--- config.mk ---
export PLATFORM = sky130hd
export DESIGN_NAME = id_ex_reg_flat
export DESIGN_NICKNAME = d
export VERILOG_FILES = /design/src/rtl/id_ex_if.sv /design/src/rtl/id_ex_reg.sv /design/src/flat_wrapper.sv
export SDC_FILE = /design/constraint.sdc
export NUM_CORES = 1
export LEC_CHECK = 0
export ABC_CLOCK_PERIOD_IN_PS = 3100
export CORE_AREA = 2 2 124 126
export CTS_CLUSTER_DIAMETER = 120
export DETAILED_ROUTE_END_ITERATION = 10
export DIE_AREA = 0 0 126 128
export GPL_ROUTABILITY_DRIVEN = 1
export PLACE_DENSITY = 0.8
export SLEW_MARGIN = 30
export SYNTH_ARGS = -nofsm -noshare
export SYNTH_HDL_FRONTEND = slang
export SYNTH_SLANG_ARGS = --single-unit
export TNS_END_PERCENT = 5
--- constraint.sdc ---
create_clock -name clk_i -period 3.1 [get_ports clk_i]
set_input_delay 0.62 -clock clk_i [delete_from_list [all_inputs] [get_ports clk_i]]
set_output_delay 0.62 -clock clk_i [all_outputs]
set_load 0.05 [all_outputs]
--- src/rtl/id_ex_if.sv ---
// id_ex_if: ID->EX stage bundle; forwarding signals exist only with ID_EX_FORWARD_EN
interface id_ex_if;
  logic        RegWrite_i, MemtoReg_i, MemRead_i, MemWrite_i, ALUSrc_i, RegDst_i;
  logic [1:0]  ALUOp_i;
  logic [31:0] RSdata_i, RTdata_i, imm_i;
  logic [4:0]  RSaddr_i, RTaddr_i, RDaddr_i;
  logic [5:0]  funct_i;
  logic        RegWrite_o, MemtoReg_o, MemRead_o, MemWrite_o, ALUSrc_o, RegDst_o, valid_o;
  logic [1:0]  ALUOp_o;
  logic [31:0] RSdata_o, RTdata_o, imm_o, ALUdata1_o, ALUdata2_o;
  logic [4:0]  RSaddr_o, RTaddr_o, RDaddr_o, WBaddr_o;
  logic [5:0]  funct_o;
`ifdef ID_EX_FORWARD_EN
  logic [1:0]  ForwardA_i, ForwardB_i;
  logic [31:0] EXMEMdata_i, MEMWBdata_i;
`endif
  modport master (
`ifdef ID_EX_FORWARD_EN
    output ForwardA_i, ForwardB_i, EXMEMdata_i, MEMWBdata_i,
`endif
    output RegWrite_i, MemtoReg_i, MemRead_i, MemWrite_i, ALUSrc_i, RegDst_i, ALUOp_i,
    output RSdata_i, RTdata_i, imm_i, RSaddr_i, RTaddr_i, RDaddr_i, funct_i,
    input  RegWrite_o, MemtoReg_o, MemRead_o, MemWrite_o, ALUSrc_o, RegDst_o, valid_o, ALUOp_o,
    input  RSdata_o, RTdata_o, imm_o, ALUdata1_o, ALUdata2_o,
    input  RSaddr_o, RTaddr_o, RDaddr_o, WBaddr_o, funct_o
  );
  modport slave (
`ifdef ID_EX_FORWARD_EN
    input  ForwardA_i, ForwardB_i, EXMEMdata_i, MEMWBdata_i,
`endif
    input  RegWrite_i, MemtoReg_i, MemRead_i, MemWrite_i, ALUSrc_i, RegDst_i, ALUOp_i,
    input  RSdata_i, RTdata_i, imm_i, RSaddr_i, RTaddr_i, RDaddr_i, funct_i,
    output RegWrite_o, MemtoReg_o, MemRead_o, MemWrite_o, ALUSrc_o, RegDst_o, valid_o, ALUOp_o,
    output RSdata_o, RTdata_o, imm_o, ALUdata1_o, ALUdata2_o,
    output RSaddr_o, RTaddr_o, RDaddr_o, WBaddr_o, funct_o
  );
endinterface

--- src/rtl/id_ex_reg.sv ---
// id_ex_reg: ID/EX pipeline register with stall/flush; define ID_EX_FORWARD_EN for EX operand forwarding
module id_ex_reg (
  input  logic    clk_i,
  input  logic    rst_i,
  input  logic    stall_i,
  input  logic    flush_i,
  id_ex_if.slave  bus
);
  logic [125:0] d, q;
  logic [31:0]  fwd_a, fwd_b;
  assign d = {1'b1, bus.RegWrite_i, bus.MemtoReg_i, bus.MemRead_i, bus.MemWrite_i,
              bus.ALUSrc_i, bus.RegDst_i, bus.ALUOp_i, bus.RSdata_i, bus.RTdata_i, bus.imm_i,
              bus.RSaddr_i, bus.RTaddr_i, bus.RDaddr_i, bus.funct_i};
  assign {bus.valid_o, bus.RegWrite_o, bus.MemtoReg_o, bus.MemRead_o, bus.MemWrite_o,
          bus.ALUSrc_o, bus.RegDst_o, bus.ALUOp_o, bus.RSdata_o, bus.RTdata_o, bus.imm_o,
          bus.RSaddr_o, bus.RTaddr_o, bus.RDaddr_o, bus.funct_o} = q;
  // a bubble is the all-zero word: no write, no memory access, valid low
  always_ff @(posedge clk_i or negedge rst_i)
    if (!rst_i) q <= '0;
    else if (flush_i) q <= '0;
    else if (!stall_i) q <= d;
`ifdef ID_EX_FORWARD_EN
  assign fwd_a = bus.ForwardA_i == 2'b10 ? bus.EXMEMdata_i :
                 bus.ForwardA_i == 2'b01 ? bus.MEMWBdata_i : bus.RSdata_o;
  assign fwd_b = bus.ForwardB_i == 2'b10 ? bus.EXMEMdata_i :
                 bus.ForwardB_i == 2'b01 ? bus.MEMWBdata_i : bus.RTdata_o;
`else
  assign fwd_a = bus.RSdata_o;
  assign fwd_b = bus.RTdata_o;
`endif
  assign bus.ALUdata1_o = fwd_a;
  assign bus.ALUdata2_o = bus.ALUSrc_o ? bus.imm_o : fwd_b;
  assign bus.WBaddr_o   = bus.RegDst_o ? bus.RDaddr_o : bus.RTaddr_o;
endmodule
--- src/flat_wrapper.sv ---
// flat-port wrapper written by rule: the top's interface ports become plain ports
module id_ex_reg_flat 
  (clk_i, rst_i, stall_i, flush_i, bus_RegWrite_i, bus_MemtoReg_i, bus_MemRead_i, bus_MemWrite_i, bus_ALUSrc_i, bus_RegDst_i, bus_ALUOp_i, bus_RSdata_i, bus_RTdata_i, bus_imm_i, bus_RSaddr_i, bus_RTaddr_i, bus_RDaddr_i, bus_funct_i, bus_RegWrite_o, bus_MemtoReg_o, bus_MemRead_o, bus_MemWrite_o, bus_ALUSrc_o, bus_RegDst_o, bus_valid_o, bus_ALUOp_o, bus_RSdata_o, bus_RTdata_o, bus_imm_o, bus_ALUdata1_o, bus_ALUdata2_o, bus_RSaddr_o, bus_RTaddr_o, bus_RDaddr_o, bus_WBaddr_o, bus_funct_o);
  id_ex_if bus_i ();
  input  logic clk_i;
  input  logic rst_i;
  input  logic stall_i;
  input  logic flush_i;
  input wire logic [$bits(bus_i.RegWrite_i)-1:0] bus_RegWrite_i;
  input wire logic [$bits(bus_i.MemtoReg_i)-1:0] bus_MemtoReg_i;
  input wire logic [$bits(bus_i.MemRead_i)-1:0] bus_MemRead_i;
  input wire logic [$bits(bus_i.MemWrite_i)-1:0] bus_MemWrite_i;
  input wire logic [$bits(bus_i.ALUSrc_i)-1:0] bus_ALUSrc_i;
  input wire logic [$bits(bus_i.RegDst_i)-1:0] bus_RegDst_i;
  input wire logic [$bits(bus_i.ALUOp_i)-1:0] bus_ALUOp_i;
  input wire logic [$bits(bus_i.RSdata_i)-1:0] bus_RSdata_i;
  input wire logic [$bits(bus_i.RTdata_i)-1:0] bus_RTdata_i;
  input wire logic [$bits(bus_i.imm_i)-1:0] bus_imm_i;
  input wire logic [$bits(bus_i.RSaddr_i)-1:0] bus_RSaddr_i;
  input wire logic [$bits(bus_i.RTaddr_i)-1:0] bus_RTaddr_i;
  input wire logic [$bits(bus_i.RDaddr_i)-1:0] bus_RDaddr_i;
  input wire logic [$bits(bus_i.funct_i)-1:0] bus_funct_i;
  output wire logic [$bits(bus_i.RegWrite_o)-1:0] bus_RegWrite_o;
  output wire logic [$bits(bus_i.MemtoReg_o)-1:0] bus_MemtoReg_o;
  output wire logic [$bits(bus_i.MemRead_o)-1:0] bus_MemRead_o;
  output wire logic [$bits(bus_i.MemWrite_o)-1:0] bus_MemWrite_o;
  output wire logic [$bits(bus_i.ALUSrc_o)-1:0] bus_ALUSrc_o;
  output wire logic [$bits(bus_i.RegDst_o)-1:0] bus_RegDst_o;
  output wire logic [$bits(bus_i.valid_o)-1:0] bus_valid_o;
  output wire logic [$bits(bus_i.ALUOp_o)-1:0] bus_ALUOp_o;
  output wire logic [$bits(bus_i.RSdata_o)-1:0] bus_RSdata_o;
  output wire logic [$bits(bus_i.RTdata_o)-1:0] bus_RTdata_o;
  output wire logic [$bits(bus_i.imm_o)-1:0] bus_imm_o;
  output wire logic [$bits(bus_i.ALUdata1_o)-1:0] bus_ALUdata1_o;
  output wire logic [$bits(bus_i.ALUdata2_o)-1:0] bus_ALUdata2_o;
  output wire logic [$bits(bus_i.RSaddr_o)-1:0] bus_RSaddr_o;
  output wire logic [$bits(bus_i.RTaddr_o)-1:0] bus_RTaddr_o;
  output wire logic [$bits(bus_i.RDaddr_o)-1:0] bus_RDaddr_o;
  output wire logic [$bits(bus_i.WBaddr_o)-1:0] bus_WBaddr_o;
  output wire logic [$bits(bus_i.funct_o)-1:0] bus_funct_o;
  assign bus_i.RegWrite_i = bus_RegWrite_i;
  assign bus_i.MemtoReg_i = bus_MemtoReg_i;
  assign bus_i.MemRead_i = bus_MemRead_i;
  assign bus_i.MemWrite_i = bus_MemWrite_i;
  assign bus_i.ALUSrc_i = bus_ALUSrc_i;
  assign bus_i.RegDst_i = bus_RegDst_i;
  assign bus_i.ALUOp_i = bus_ALUOp_i;
  assign bus_i.RSdata_i = bus_RSdata_i;
  assign bus_i.RTdata_i = bus_RTdata_i;
  assign bus_i.imm_i = bus_imm_i;
  assign bus_i.RSaddr_i = bus_RSaddr_i;
  assign bus_i.RTaddr_i = bus_RTaddr_i;
  assign bus_i.RDaddr_i = bus_RDaddr_i;
  assign bus_i.funct_i = bus_funct_i;
  assign bus_RegWrite_o = bus_i.RegWrite_o;
  assign bus_MemtoReg_o = bus_i.MemtoReg_o;
  assign bus_MemRead_o = bus_i.MemRead_o;
  assign bus_MemWrite_o = bus_i.MemWrite_o;
  assign bus_ALUSrc_o = bus_i.ALUSrc_o;
  assign bus_RegDst_o = bus_i.RegDst_o;
  assign bus_valid_o = bus_i.valid_o;
  assign bus_ALUOp_o = bus_i.ALUOp_o;
  assign bus_RSdata_o = bus_i.RSdata_o;
  assign bus_RTdata_o = bus_i.RTdata_o;
  assign bus_imm_o = bus_i.imm_o;
  assign bus_ALUdata1_o = bus_i.ALUdata1_o;
  assign bus_ALUdata2_o = bus_i.ALUdata2_o;
  assign bus_RSaddr_o = bus_i.RSaddr_o;
  assign bus_RTaddr_o = bus_i.RTaddr_o;
  assign bus_RDaddr_o = bus_i.RDaddr_o;
  assign bus_WBaddr_o = bus_i.WBaddr_o;
  assign bus_funct_o = bus_i.funct_o;
  id_ex_reg u_core (.clk_i(clk_i), .rst_i(rst_i), .stall_i(stall_i), .flush_i(flush_i), .bus(bus_i));
endmodule
==> impl_metrics.tcl, run 1 <==
set metrics [dict create \
    status "completed" \
    top_regs "u_core.q (126)" \
    detail-route-antenna-nets 0 \
    grt_pass1_wl_um 26800 \
    post-route-period-util_pct 84.5 \
    critPathCaptureType "output port" \
    postLayoutCellArea_mm2 0.00982 \
    cts_tree "done" \
    wl_per_cell_um 18.1 \
    grt-ovfl-total 0 \
    drt-total-wl_um 17500 \
    yosysSeqAreaShare_pct 54.7 \
    placed_area_mm2 0.00919 \
    gp_congestion 0.829 \
    filler_cell_count 1101 \
    largest_reg_flops 126 \
    regToRegStartpoint "u_core.q[120]" \
    criticalPathCategory "register to output port" \
    timing.critical_path.from "u_core.q[119]" \
    powerDensity_mw_per_mm2 546 \
    drc 0 \
    tns_ps 0 \
    path_max_fanout 7 \
    cts_root_buf "clkbuf_16" \
    timing.fmax_ghz 0.382 \
    cts_inserted_buffers 17 \
    syn2layout_area_growth_pct 70.4 \
    insertion_delay_ps 400 \
    cts_resized 0 \
    clock_sinks 126 \
    worst_pin_slew_ps 675 \
    io_buffers 323 \
    fin_util_pct 66.1 \
    cts_setup_buffers 0 \
    vias_per_cell 4.87 \
    slew_headroom_pct 55.0 \
    syn_nets 609 \
    clkSlewWorstSetupHoldPaths_ps 50 \
    dp_hpwl_um 13000 \
    ios 324 \
    die_height_um 128 \
    dieArea_mm2 0.0161 \
    drtIter0Drc 156 \
    startpoint_type "register" \
    initial_core_util_pct 38.8 \
    grt_usage_pct 21.3 \
    grt_start_max_net_pins 68 \
    clockBufferDepth 2 \
    via_count 4704 \
    setup_viol 0 \
    finalMaxSlewViolations 0 \
    synth_seq_cells 126 \
    grt_pass1_vias 4963 \
    first_pass_iters 6 \
    crit_arrival_ps 2000 \
    required_ps 2480 \
    drive_gt1_share_pct 14.2 \
    hold_class "primary input to async pin" \
    power_leakage_nw 4.56 \
    synth.avg_cell_area_um2 12.0 \
    yosys_warnings 0 \
    syn-cell-area_mm2 0.00576 \
    skew_ps 0 \
    antenna_found_initial 0 \
    core_mm2 0.0149 \
    top_register "u_core.q" \
    htree_levels 4 \
    drv_cap 0 \
    yosys.area.top_type "dfrtp_1" \
    rows 45 \
    synth.distinct_cells 11 \
    grt_setup_unrepaired "false" \
    fin_crit_ps 2620 \
    fin_nets 895 \
    cts_hold_buffers 0 \
    synth.top_cells.by_area "dfrtp_1 (55%), mux2i_1 (22%), nor2_1 (8.1%)" \
    die_w_um 126 \
    total_power_mw 5.36 \
    synth_top_area_share_pct 54.7 \
    postSynthCellCount 480 \
    diodes 0 \
    peakVddDrop_uv 306 \
    hold_violations 0 \
]
[per-layer routing]
layer  GRT usage [%]  routed length, um
met3            6.30               1240
met4            8.21                395
met5               0                  0
met2            37.9               9160
met1            24.0               6660
[layout make-up]
| type | instances | area (um2) | area share (%) |
|---|---|---|---|
| clock inverters | 6 | 130 | 1.33 |
| well taps | 188 | 235 | 2.40 |
| clock buffers | 24 | 502 | 5.11 |
| repair buffers | 332 | 3650 | 37.2 |
| flip-flops and latches | 126 | 3150 | 32.1 |
| inverters | 1 | 3.75 | 0.0382 |
| multi-input cells | 288 | 2140 | 21.8 |
[stage by stage]
| stage | instances | hold WS, ps | setup slack, ps |
|---|---|---|---|
| final | 965 | 99.9 | 481 |
| after global routing | 965 | 99.0 | 446 |
| after CTS | 965 | 86.4 | 464 |
| after detailed placement | 935 | 518 | 903 |
| after global placement | 935 | 504 | 969 |
| after floorplan | 480 | 324 | 953 |
[cell usage after synthesis]
| cell type | count |
|---|---|
| nor2_1 | 125 |
| mux2i_1 | 125 |
| a21oi_1 | 1 |
| dfrtp_1 | 126 |
| inv_1 | 1 |
| buf_8 | 4 |
| buf_4 | 41 |
| mux2_2 | 37 |
| clkbuf_1 | 9 |
| buf_2 | 10 |
| buf_6 | 1 |
[critical path, cell delays in order (launching register included)]
cell and delay, ps:
dfrtp_1 500, mux2_2 380, clkdlybuf4s50_1 710
[report_power, final]
group          internal (mW)  switching (mW)  total [mW]
Combinational          0.591           0.837        1.43
Clock                   1.44           0.673        2.11
Sequential              1.74          0.0817        1.82
Total                   3.77            1.59        5.36
[kinds of logic after synthesis]
group                  after synthesis  synth area share [%]
multiplexers                       162                  28.9
flip-flops                         126                  54.7
AND/OR/NAND/NOR                    125                  8.14
buffers and inverters               66                  8.10
AO/OA/AOI/OAI                        1                0.0868
[path summary, 6_finish.rpt]
path / cells after the start / endpoint / slack, ps
max: 2 / bus_WBaddr_o[0] / 480
min: 1 / u_core.q[4] / 100
max in group asynchronous: 2 / u_core.q[77] / 2080
min reg2reg: 2 / u_core.q[19] / 520
max reg2reg: 3 / u_core.q[120] / 2170
min in group clk_i: 2 / u_core.q[19] / 520
[layout by cell type, fill, tap and decap left out]
cell	n
clkdlybuf4s50_1	287
dfrtp_1	126
mux2i_1	125
nor2_1	125
mux2_2	37
buf_12	35
clkbuf_16	17
buf_4	9
clkbuf_8	5
bufinv_16	4
clkbuf_1	2
clkinv_2	2
inv_1	1
a21oi_1	1
buf_6	1
No activity file was read; power rests on OpenSTA's default activity.
==> inputs of run 2 (changes only) <==
Settings changed: ABC_CLOCK_PERIOD_IN_PS 3100 to 2650, CORE_AREA 2 2 124 126 to 2 2 125 127, DIE_AREA 0 0 126 128 to 0 0 127 129, PLACE_DENSITY 0.8 to 0.79.
Clock period 3.1 ns to 2.65 ns, I/O delays scaled along.
==> run 2 against run 1 <==
  * Sequential power grew 17%
  * Core utilization is 0.32 points lower
  * Global-route usage fell by 0.23 points
  * Worst hold slack better by 28 ps
  * Critical endpoint is now bus_WBaddr_o[1]
==> impl_metrics.tcl, run 2 (same netlist as run 1, synthesis figures left out) <==
set metrics [dict create \
    status "completed" \
    criticalPathCategory "register to output port" \
    htree_levels 4 \
    required_ps 2120 \
    postLayoutCellArea_mm2 0.00984 \
    worst_path_max_delay_cell "clkdlybuf4s50_1" \
    drtIter0Drc 135 \
    fin_nets 895 \
    drt-total-wl_um 17000 \
    cts_inserted_buffers 17 \
    tns_ps 0 \
    grt_usage_pct 21.0 \
    die_height_um 129 \
    wl_per_cell_um 17.6 \
    cts_root_buf "clkbuf_16" \
    power_leakage_nw 4.56 \
    wl_met1_um 6300 \
    cp_cell_sequence "mux2_2, clkdlybuf4s50_1" \
    top_regs "u_core.q (126)" \
    vias_per_cell 4.83 \
    rr_worst_depth 2 \
    dieArea_mm2 0.0164 \
    final_common_cell "clkdlybuf4s50_1" \
    top_register "u_core.q" \
    post-route-period-util_pct 96.0 \
    timing.fmax_ghz 0.393 \
    via_count 4672 \
    antenna_found_initial 0 \
    clkSlewWorstSetupHoldPaths_ps 60 \
    slew_headroom_pct 55.9 \
    io_buffers 323 \
    wl_met2_um 8930 \
    crit_arrival_ps 2010 \
    gp_congestion 0.835 \
    topRoutingLayerUsed "met4" \
    peakVddDrop_uv 399 \
    path_max_fanout 7 \
    worst_pin_slew_ps 661 \
    placed_area_mm2 0.00921 \
    first_pass_iters 4 \
    setup_viol 0 \
    hold_violations 0 \
    slowest_delay_ps 700 \
    initial_core_util_pct 38.5 \
    insertion_delay_ps 410 \
    cts_hold_buffers 0 \
    grt_setup_unrepaired "false" \
    fin_crit_ps 2540 \
    dp.cells 935 \
    fin_util_pct 65.7 \
    diodes 0 \
    finalMaxSlewViolations 0 \
    cts_tree "done" \
    largest_reg_flops 126 \
    dp_hpwl_um 12600 \
    detail-route-antenna-nets 0 \
    powerDensity_mw_per_mm2 636 \
    syn2layout_area_growth_pct 70.9 \
    drive_gt1_share_pct 14.5 \
    skew_ps 0 \
    drv_cap 0 \
    fin_cells 967 \
    grt_pass1_vias 4976 \
    clockBufferDepth 2 \
    ios 324 \
    core_mm2 0.0150 \
    hold_class "primary input to async pin" \
    mostFrequentLayoutCells "clkdlybuf4s50_1 (287), dfrtp_1 (126), mux2i_1 (125), nor2_1 (125)" \
    grt-ovfl-total 0 \
    rows 45 \
    total_power_mw 6.26 \
    dr_wl_met3_um 1430 \
    clock_sinks 126 \
    cts_resized 0 \
    drc 0 \
    cts_setup_buffers 0 \
    critPathCaptureType "output port" \
    grt_pass1_wl_um 26600 \
    grt_start_max_net_pins 74 \
    die_w_um 127 \
    startpoint_type "register" \
]
## run 2: changes by cell type in the layout (fill, tap and decap cells not counted)
cell,before,now
buf_12,35,37
buf_4,9,7
clkbuf_1,2,1
clkbuf_8,5,3
clkinv_2,2,4
clkinvlp_4,0,3
## run 2: final cells by class
type                       count  area [um2]
inverter                       1        3.75
timing repair buffer         332        3680
sequential                   126        3150
fill                        1118        5130
clock buffer                  21         470
clock inverter                11         163
tap                          188         235
multi-input combinational    288        2140
## run 2: critical path, delay by kind of cell (launching register included)
kind                   cells  cell delay, ps
buffers and inverters      1             700
multiplexers               1             380
flip-flops                 1             520
## run 2: worst paths after layout
check	from	end	slack (ps)
min in group clk_i	flush_i	u_core.q[72]	510
max in group asynchronous	rst_i	u_core.q[96]	1930
worst min-delay path	rst_i	u_core.q[26]	130
worst max register to register	u_core.q[119]	u_core.q[119]	1810
worst min register to register	u_core.q[0]	u_core.q[0]	520
worst max-delay path	u_core.q[119]	bus_WBaddr_o[1]	110
## run 2: power by group
| group | internal, mW | switching (mW) |
|---|---|---|
| logic | 0.695 | 0.973 |
| registers | 2.03 | 0.0982 |
| clock network | 1.64 | 0.821 |
## run 2: layer usage
| metal | vias to the layer above | global-route usage (%) |
|---|---|---|
| met5 | - | 0 |
| met4 | 0 | 8.34 |
| met3 | 31 | 7.40 |
| met2 | 216 | 38.0 |
| met1 | 2287 | 22.6 |
| li1 | 2138 | - |
## run 2: stage by stage
stage,hold slack [ps],worst slack (ps)
after floorplan,234,593
after global placement,506,613
after detailed placement,517,563
after CTS,136,101
after global routing,155,57.5
final,128,105
